### src/rtl/dcp_egress_port.sv
// dcp_egress_port
// Egress end of the decoupled switch fabric, one per crossbar output.
// Accepts crossbar beats, drops (and counts) beats not addressed to PORT_ID,
// buffers good beats as {src, payload} in a DEPTH-entry FIFO and re-presents
// them downstream on a valid/ready interface.
//
// Ports:
//   iClk, iRst          clock, asynchronous active-high reset
//   iDcpVld/oDcpRdy     crossbar handshake; iDcpPld payload, iDcpDst route tag
//                       (source ID carried in iDcpPld[AW +: SW])
//   oVld/iRdy/oPld/oSrc downstream handshake, FIFO-head payload and source
//   oLevel              FIFO occupancy (0..DEPTH)
//   oSrcCnt             packed saturating per-source good-beat counters
//   oErrCnt/oDstErr     saturating misroute counter and sticky misroute flag
module dcp_egress_port #(
  parameter int DW      = 8,
  parameter int AW      = 4,
  parameter int N       = 4,
  parameter int PORT_ID = 0,
  parameter int DEPTH   = 4,
  parameter int CW      = 8,
  localparam int SW     = $clog2(N),
  localparam int LW     = $clog2(DEPTH) + 1
) (
  input  logic            iClk,
  input  logic            iRst,
  input  logic            iDcpVld,
  output logic            oDcpRdy,
  input  logic [DW-1:0]   iDcpPld,
  input  logic [AW-1:0]   iDcpDst,
  output logic            oVld,
  input  logic            iRdy,
  output logic [DW-1:0]   oPld,
  output logic [SW-1:0]   oSrc,
  output logic [LW-1:0]   oLevel,
  output logic [N*CW-1:0] oSrcCnt,
  output logic [CW-1:0]   oErrCnt,
  output logic            oDstErr
);

  localparam int PW = $clog2(DEPTH);

  logic [SW+DW-1:0] r_mem [DEPTH];
  logic [PW-1:0]    r_wptr;
  logic [PW-1:0]    r_rptr;
  logic [LW-1:0]    r_level;
  logic [CW-1:0]    r_cnt [N];
  logic [CW-1:0]    r_err;
  logic             r_dst_err;

  logic             w_full;
  logic             w_empty;
  logic             w_accept;
  logic             w_good;
  logic             w_push;
  logic             w_bad;
  logic             w_pop;
  logic [SW-1:0]    w_src;
  logic [SW+DW-1:0] w_head;

  assign w_full   = (r_level == LW'(DEPTH));
  assign w_empty  = (r_level == '0);
  // Ready comes only from the registered level (and reset), never from iRdy,
  // so a pop on a full FIFO reopens ingress one cycle later.
  assign oDcpRdy  = !iRst && !w_full;
  assign w_accept = iDcpVld && oDcpRdy;
  assign w_good   = (iDcpDst == AW'(PORT_ID));
  assign w_push   = w_accept && w_good;
  assign w_bad    = w_accept && !w_good;
  assign w_pop    = !w_empty && iRdy;
  assign w_src    = iDcpPld[AW +: SW];

  // Head is forced to zero when empty so the outputs are defined without
  // having to reset the storage array.
  assign w_head   = w_empty ? '0 : r_mem[r_rptr];
  assign oVld     = !w_empty;
  assign oPld     = w_head[DW-1:0];
  assign oSrc     = w_head[SW+DW-1:DW];
  assign oLevel   = r_level;
  assign oErrCnt  = r_err;
  assign oDstErr  = r_dst_err;

  always_ff @(posedge iClk) begin
    if (w_push) begin
      r_mem[r_wptr] <= {w_src, iDcpPld};
    end
  end

  always_ff @(posedge iClk or posedge iRst) begin
    if (iRst) begin
      r_wptr  <= '0;
      r_rptr  <= '0;
      r_level <= '0;
    end else begin
      if (w_push) begin
        r_wptr <= r_wptr + 1'b1;
      end
      if (w_pop) begin
        r_rptr <= r_rptr + 1'b1;
      end
      unique case ({w_push, w_pop})
        2'b10:   r_level <= r_level + 1'b1;
        2'b01:   r_level <= r_level - 1'b1;
        default: r_level <= r_level;
      endcase
    end
  end

  always_ff @(posedge iClk or posedge iRst) begin
    if (iRst) begin
      for (int unsigned s = 0; s < N; s++) begin
        r_cnt[s] <= '0;
      end
      r_err     <= '0;
      r_dst_err <= 1'b0;
    end else begin
      for (int unsigned s = 0; s < N; s++) begin
        if (w_push && (w_src == SW'(s)) && (r_cnt[s] != '1)) begin
          r_cnt[s] <= r_cnt[s] + 1'b1;
        end
      end
      if (w_bad) begin
        r_dst_err <= 1'b1;
        if (r_err != '1) begin
          r_err <= r_err + 1'b1;
        end
      end
    end
  end

  always_comb begin
    oSrcCnt = '0;
    for (int unsigned s = 0; s < N; s++) begin
      oSrcCnt[s*CW +: CW] = r_cnt[s];
    end
  end

endmodule

### config.mk
export PLATFORM = sky130hd
export DESIGN_NAME = dcp_egress_port
export DESIGN_NICKNAME = d
export VERILOG_FILES = /design/src/rtl/dcp_egress_port.sv
export SDC_FILE = /design/constraint.sdc
export NUM_CORES = 1
export LEC_CHECK = 0
export ABC_AREA = 0
export BUFFER_PORTS_ARGS = -buffer_cell sky130_fd_sc_hd__buf_2
export CAP_MARGIN = 20
export CORE_MARGIN = 4
export CORE_UTILIZATION = 45
export CTS_CLUSTER_SIZE = 28
export DETAILED_ROUTE_END_ITERATION = 12
export PLACE_DENSITY = 0.78
export SLEW_MARGIN = 20
export SYNTH_ARGS = -nofsm -noshare
export SYNTH_HDL_FRONTEND = slang
export SYNTH_SLANG_ARGS = --single-unit
### constraint.sdc
create_clock -name iClk -period 2.05 [get_ports iClk]
set_clock_uncertainty 0.05 [all_clocks]
set_input_delay 0.205 -clock iClk [delete_from_list [all_inputs] [get_ports iClk]]
set_output_delay 0.205 -clock iClk [all_outputs]
set_load 0.01 [all_outputs]
-- Word-level counts from Yosys, hierarchy flattened
Memory sizes are Yosys's and may differ from the RTL's.
Index checks and enable logic that the tools add are counted.
- $add $sub $neg: 9
- equal/unequal tests: 11
- multiplexer cells: 4
- reduce and logical (&&, ||, !) cells: 22
- operators with widths (operator ; count):
    adder 8 x 1 -> 8 bit, second input constant ; 5
    != test 8 bit, second input constant ; 5
    logical AND 1 bit ; 13
    two-way mux 10 bit ; 1
    equality test 2 bit, second input constant ; 3
    case mux 3 bit (2 select lines) ; 1
    adder 2 x 1 -> 2 bit, second input constant ; 2
    equality test 2 x 1 -> 1 bit, second input constant ; 2
    zero test 1 bit ; 4
    zero test 4 bit ; 1
    adder 3 x 1 -> 3 bit, second input constant ; 1
    equality test 3 bit, second input constant ; 1
    zero test 3 bit ; 1
    subtractor 3 x 1 -> 3 bit, second input constant ; 1
    zero test 2 bit ; 1
    two-way mux 1 bit ; 2
    AND reduction 2 bit ; 1
    nonzero test 2 bit ; 1
- bits in registers: 48
- bits in writable memories: 40
- bits of input ports: 16
- output and inout bits: 56
- logic and storage cells: 56
- memories: 1
- memory list (name ; words ; bits a word ; rd ports ; clocked after memory_dff ; write ports ; line ; RTL):
    r_mem ; 4 ; 10 ; 1 ; 0 ; 1 ; 43 ; logic [SW+DW-1:0] r_mem [DEPTH];

-- Longest topological paths before layout
- word-level depth: 7
- mapped depth: 9
- mapped depth without buffers: 9

-- Worst setup path before layout
Ideal clock, no wire load.
- path kind: register -> register
- from: register r_level[0], in the netlist oLevel[0]
- to: register r_level[2], in the netlist oLevel[2]
- setup time: 0.079 ns
- arrival: 2.194 ns
- required time: 1.921 ns
- setup slack: -0.273 ns
- cell stages (with the launch flop): 10
- path buffers: 0
- clock period less this slack: 2.323 ns
- path through: dfrtp_1 > nor3b_1 > nor3_4 > inv_2 > ha_1 > inv_1 > fa_1 > xor2_1 > nor2_1 > xor2_1
- word-level cells in the longest chain between the ends: 7
- elaborated cells between the ends (all ways): 14
- those cells by class: 2 x add/sub; 3 x eq/ne; 1 x mux; 8 x reduce/logical
- ends and longest elaborated chain (element ; line ; RTL):
    start: declaration ; 46 ; logic [LW-1:0] r_level;
    start signal: assignment ; 102 ; 2'b10: r_level <= r_level + 1'b1;
    start signal: assignment ; 103 ; 2'b01: r_level <= r_level - 1'b1;
    start signal: assignment ; 104 ; default: r_level <= r_level;
    equality test 3 bit ; 61 ; assign w_full = (r_level == LW'(DEPTH));
    zero test 1 bit ; 65 ; assign oDcpRdy = !iRst && !w_full;
    logical AND 1 bit ; 65 ;
    logical AND 1 bit ; 66 ; assign w_accept = iDcpVld && oDcpRdy;
    logical AND 1 bit ; 68 ; assign w_push = w_accept && w_good;
    equality test 2 x 1 -> 1 bit or equality test 2 bit (tied branches) ; 101 ; unique case ({w_push, w_pop})
    case mux 3 bit (2 select lines) or nonzero test 2 bit (tied branches) ; - ;
Parallel ways exist; a longest one is shown, timed or not.
A chain may end at the register's enable or synchronous reset.

-- Worst setup path in the final report
- from: register r_level[1], in the netlist oLevel[1]
- to: register r_level[2], in the netlist oLevel[2]
- elaborated cells between the ends (all ways): 14
- those cells by class: 2 x add/sub; 3 x eq/ne; 1 x mux; 8 x reduce/logical
- RTL lines (element ; line ; RTL):
    zero test 3 bit (*) ; 62 ; assign w_empty = (r_level == '0);
    zero test 1 bit (*) ; 70 ; assign w_pop = !w_empty && iRdy;
    logical AND 1 bit (*) ; 70 ;
    via w_pop ; 57 ; logic w_pop;
    equality test 2 x 1 -> 1 bit or equality test 2 bit (tied branches) ; 101 ;
    case mux 3 bit (2 select lines) or nonzero test 2 bit (tied branches) ; - ;
Mark *: on every way through the listed nets, which the timed path passes. The rest lies on a longest branch.

==> results.json <==
{
  "clock-sinks": 80,
  "drc_errors": 0,
  "startpoint_type": "flip-flop",
  "port_buffers": 71,
  "power.switching_mw": 1.36,
  "die_y_um": 98.8,
  "status": "completed",
  "finalSetupViolations": 0,
  "die_x_um": 98.8,
  "grt_pass1_wl_um": 12900,
  "crit_path_max_incr_delay_ns": 0.44,
  "slew_violations": 0,
  "drtAntennaViolNets": 0,
  "worst_r2r_path_depth": 8,
  "min_period_ns": 1.99,
  "startpoint": "oLevel[1]$_DFFE_PP0P_",
  "rrSetupSlack_ns": 0.06,
  "final_util_pct": 59.6,
  "cts_tree": "built",
  "ys_ff_latch": 80,
  "met1_length_um": 3150,
  "fill_cells": 644,
  "cts_buffer_depth": 2,
  "synth_cell_types": 39,
  "p_seq_share_pct": 42.9,
  "p_int_mw": 3.33,
  "io_pins": 72,
  "gp_congestion": 0.831,
  "areaGrowthSynthToFinish_pct": 26.5,
  "powerDensity_nw_per_um2": 1000,
  "worstMarginPinSlew_ns": 0.461,
  "hp-class": "input pin to flip-flop",
  "syn_inst": 287,
  "cp-end-kind": "flip-flop",
  "grt_usage_pct": 16.5,
  "synth_area_leaders": "dfrtp_1 32%, edfxtp_1 26%, xor2_1 5.0%",
  "top_layer": "met4",
  "final_cell_mix": "71 x buf_2, 46 x dfrtp_1, 32 x edfxtp_1",
  "cts_max_level": 3,
  "synth_edf_count": 32,
  "grt_max_degree": 29,
  "worst-path-stages": 8,
  "cp_slowest_cell": "dfrtp_2",
  "wl_met2_um": 3880,
  "dieArea_um2": 9770,
  "synth_flop_cell": "dfrtp_1",
  "crit_buf_inv": 1,
  "first_pass_iters": 4,
  "cp_top_family": "simple AND/OR/NAND/NOR gates",
  "crit_arrival_ns": 2.16,
  "yosys.area.top_type": "dfrtp_1",
  "drtIter0Drc": 75,
  "multi_input_area_um2": 1520,
  "ys_seq_area_share_pct": 58.2,
  "num_rows": 32,
  "async_flop_share_pct": 60.0,
  "dpl.hpwl_um": 5610,
  "initial_core_util_pct": 47.1,
  "combPwrFrac_pct": 28.3,
  "synth_area_per_cell_um2": 12.9,
  "finalCritPeriodShare_pct": 97.0,
  "synth.net_count": 314,
  "p_leak_nw": 2.11,
  "max_freq_ghz": 0.503,
  "slew_headroom_pct": 69.2,
  "first_global_vias": 2685,
  "crit_path_cell_trace": "or3_4, and2_4, ha_4, inv_1, fa_2, xor2_1, nor2_1, xor2_1",
  "final_common_cell": "buf_2",
  "p_clk_share_pct": 28.7,
  "drt-vias-per-instance": 5.26,
  "switching_share_pct": 29.0,
  "critPathKind": "flip-flop to flip-flop",
  "required_ns": 2.23,
  "finalHoldViolCount": 0,
  "timing.rr.start": "oLevel[1]$_DFFE_PP0P_",
  "clkSlewWorstSetupHoldPaths_ns": 0.08,
  "r2r_end": "oLevel[2]$_DFFE_PP0P_",
  "vdd.ir_drop.worst_mv": 0.648,
  "layout-drive-gt1-share_pct": 35.7,
  "grt_antenna_before_repair": 0,
  "drt_wl_total_um": 7550,
  "vias": 2598,
  "crit_path_frequent_cell": "xor2_1",
  "yosys_warnings": 0,
  "dpl.cell_count": 473,
  "syn-cell-area_um2": 3710,
  "crit_end": "oLevel[2]$_DFFE_PP0P_",
  "cap_violations": 0,
  "clk_latency_ns": 0.34,
  "wl_per_cell_um": 15.3,
  "crit_path_max_fanout": 4,
  "core_area_um2": 7890,
  "cts-buffers-inserted": 9,
  "root_buffer": "clkbuf_8",
  "grt_overflow": 0,
  "dr_wl_met3_um": 459,
  "nets": 414,
  "diodes": 0,
  "fin_cells": 494,
  "synth_top_area_share_pct": 32.3,
  "regArea_um2": 2160
}
## logic make-up (layout without fill, tap and decap cells)
logic type,Yosys count,in the layout,share of synthesized area [%]
AND/OR/NAND/NOR,122,122,18.8
flip-flops,80,80,58.2
XOR/XNOR,26,26,6.13
multiplexers,24,24,9.67
buffers and inverters,16,121,1.85
adder cells (fa/ha/maj),11,11,3.91
AO/OA/AOI/OAI,8,8,1.45
## per-stage QoR
| stage | total power [mW] | setup TNS, ns | hold WS [ns] | instance area (µm²) | setup slack (ns) |
|---|---|---|---|---|---|
| floorplan | 2.84 | 0 | 0.254 | 3750 | 0.0144 |
| global placement | 3.28 | -0.0269 | 0.226 | 4410 | -0.0216 |
| detailed placement | 3.34 | -0.131 | 0.224 | 4410 | -0.0735 |
| CTS | 4.71 | 0 | 0.0109 | 4670 | 0.0167 |
| global route | 4.98 | -0.0157 | 0.000610 | 4700 | -0.0140 |
| finish | 4.70 | 0 | 0.0272 | 4700 | 0.0613 |
## worst min-delay path by stage
stage / from / end / slack (ns) / cells past startpoint
2_1_floorplan: iDcpPld[0] / r_mem[0][0]$_DFFE_PP_ / 0.25 / 0
3_3_place_gp: iRst / oErrCnt[2]$_DFFE_PP0P_ / 0.23 / 2
3_5_place_dp: iRst / oErrCnt[2]$_DFFE_PP0P_ / 0.22 / 2
4_1_cts: iDcpPld[3] / r_mem[2][3]$_DFFE_PP_ / 0.01 / 1
5_1_grt: iDcpPld[3] / r_mem[2][3]$_DFFE_PP_ / 0.0006 / 1
6_report: iDcpPld[3] / r_mem[2][3]$_DFFE_PP_ / 0.03 / 1
## metal layers
layer | up-vias | GRT usage (%)
met5 | - | 0
met4 | 0 | 5.36
met3 | 4 | 6.02
met2 | 67 | 27.6
met1 | 1284 | 19.9
li1 | 1243 | -
## Yosys cell counts (2+ instances only)
cell type,instances
mux4_2,8
mux2_1,8
and2_1,14
ha_1,10
nor4_2,3
nand3_1,21
and3_1,2
nor2b_1,4
nand4_1,11
a21oi_1,2
clkbuf_1,3
xnor2_1,5
nor2_1,16
edfxtp_1,32
dfrtp_1,48
nor3_1,9
nor4_1,8
nand2_1,16
mux2_2,7
o32a_1,2
a31oi_1,3
buf_4,2
nand2b_1,8
inv_1,9
xor2_1,21
nor4b_1,2
## power by group through the flow
| stage | clock network, mW | logic, mW | registers, mW |
|---|---|---|---|
| 2_1_floorplan | 0 | 0.805 | 2.04 |
| 3_3_place_gp | 0 | 1.23 | 2.04 |
| 3_5_place_dp | 0 | 1.29 | 2.05 |
| 4_1_cts | 1.38 | 1.31 | 2.02 |
| 5_1_grt | 1.47 | 1.47 | 2.05 |
| 6_report | 1.35 | 1.33 | 2.02 |
## layout make-up
| class | instances | area share, % |
|---|---|---|
| clock buffers | 11 | 2.80 |
| clock inverters | 5 | 2.24 |
| inverters | 10 | 0.799 |
| multi-input cells | 191 | 32.3 |
| flip-flops and latches | 80 | 46.1 |
| well taps | 102 | 2.72 |
| repair buffers | 95 | 13.0 |
## timing repair
item,CTS,global route
hold buffers,1,0
endpoints found under the setup margin,4,3
gates resized for setup,0,3
hold endpoints to repair,20,0
pin swaps,0,2
gates cloned,0,0
setup buffers,1,3
## state kept, by name (all words and copies together), names as in the netlist
signal and count:
oDstErr 1, oErrCnt 8, oLevel 3, oSrcCnt 32, r_mem 32, r_rptr 2, r_wptr 2
Power figures use the tool's default switching activity.
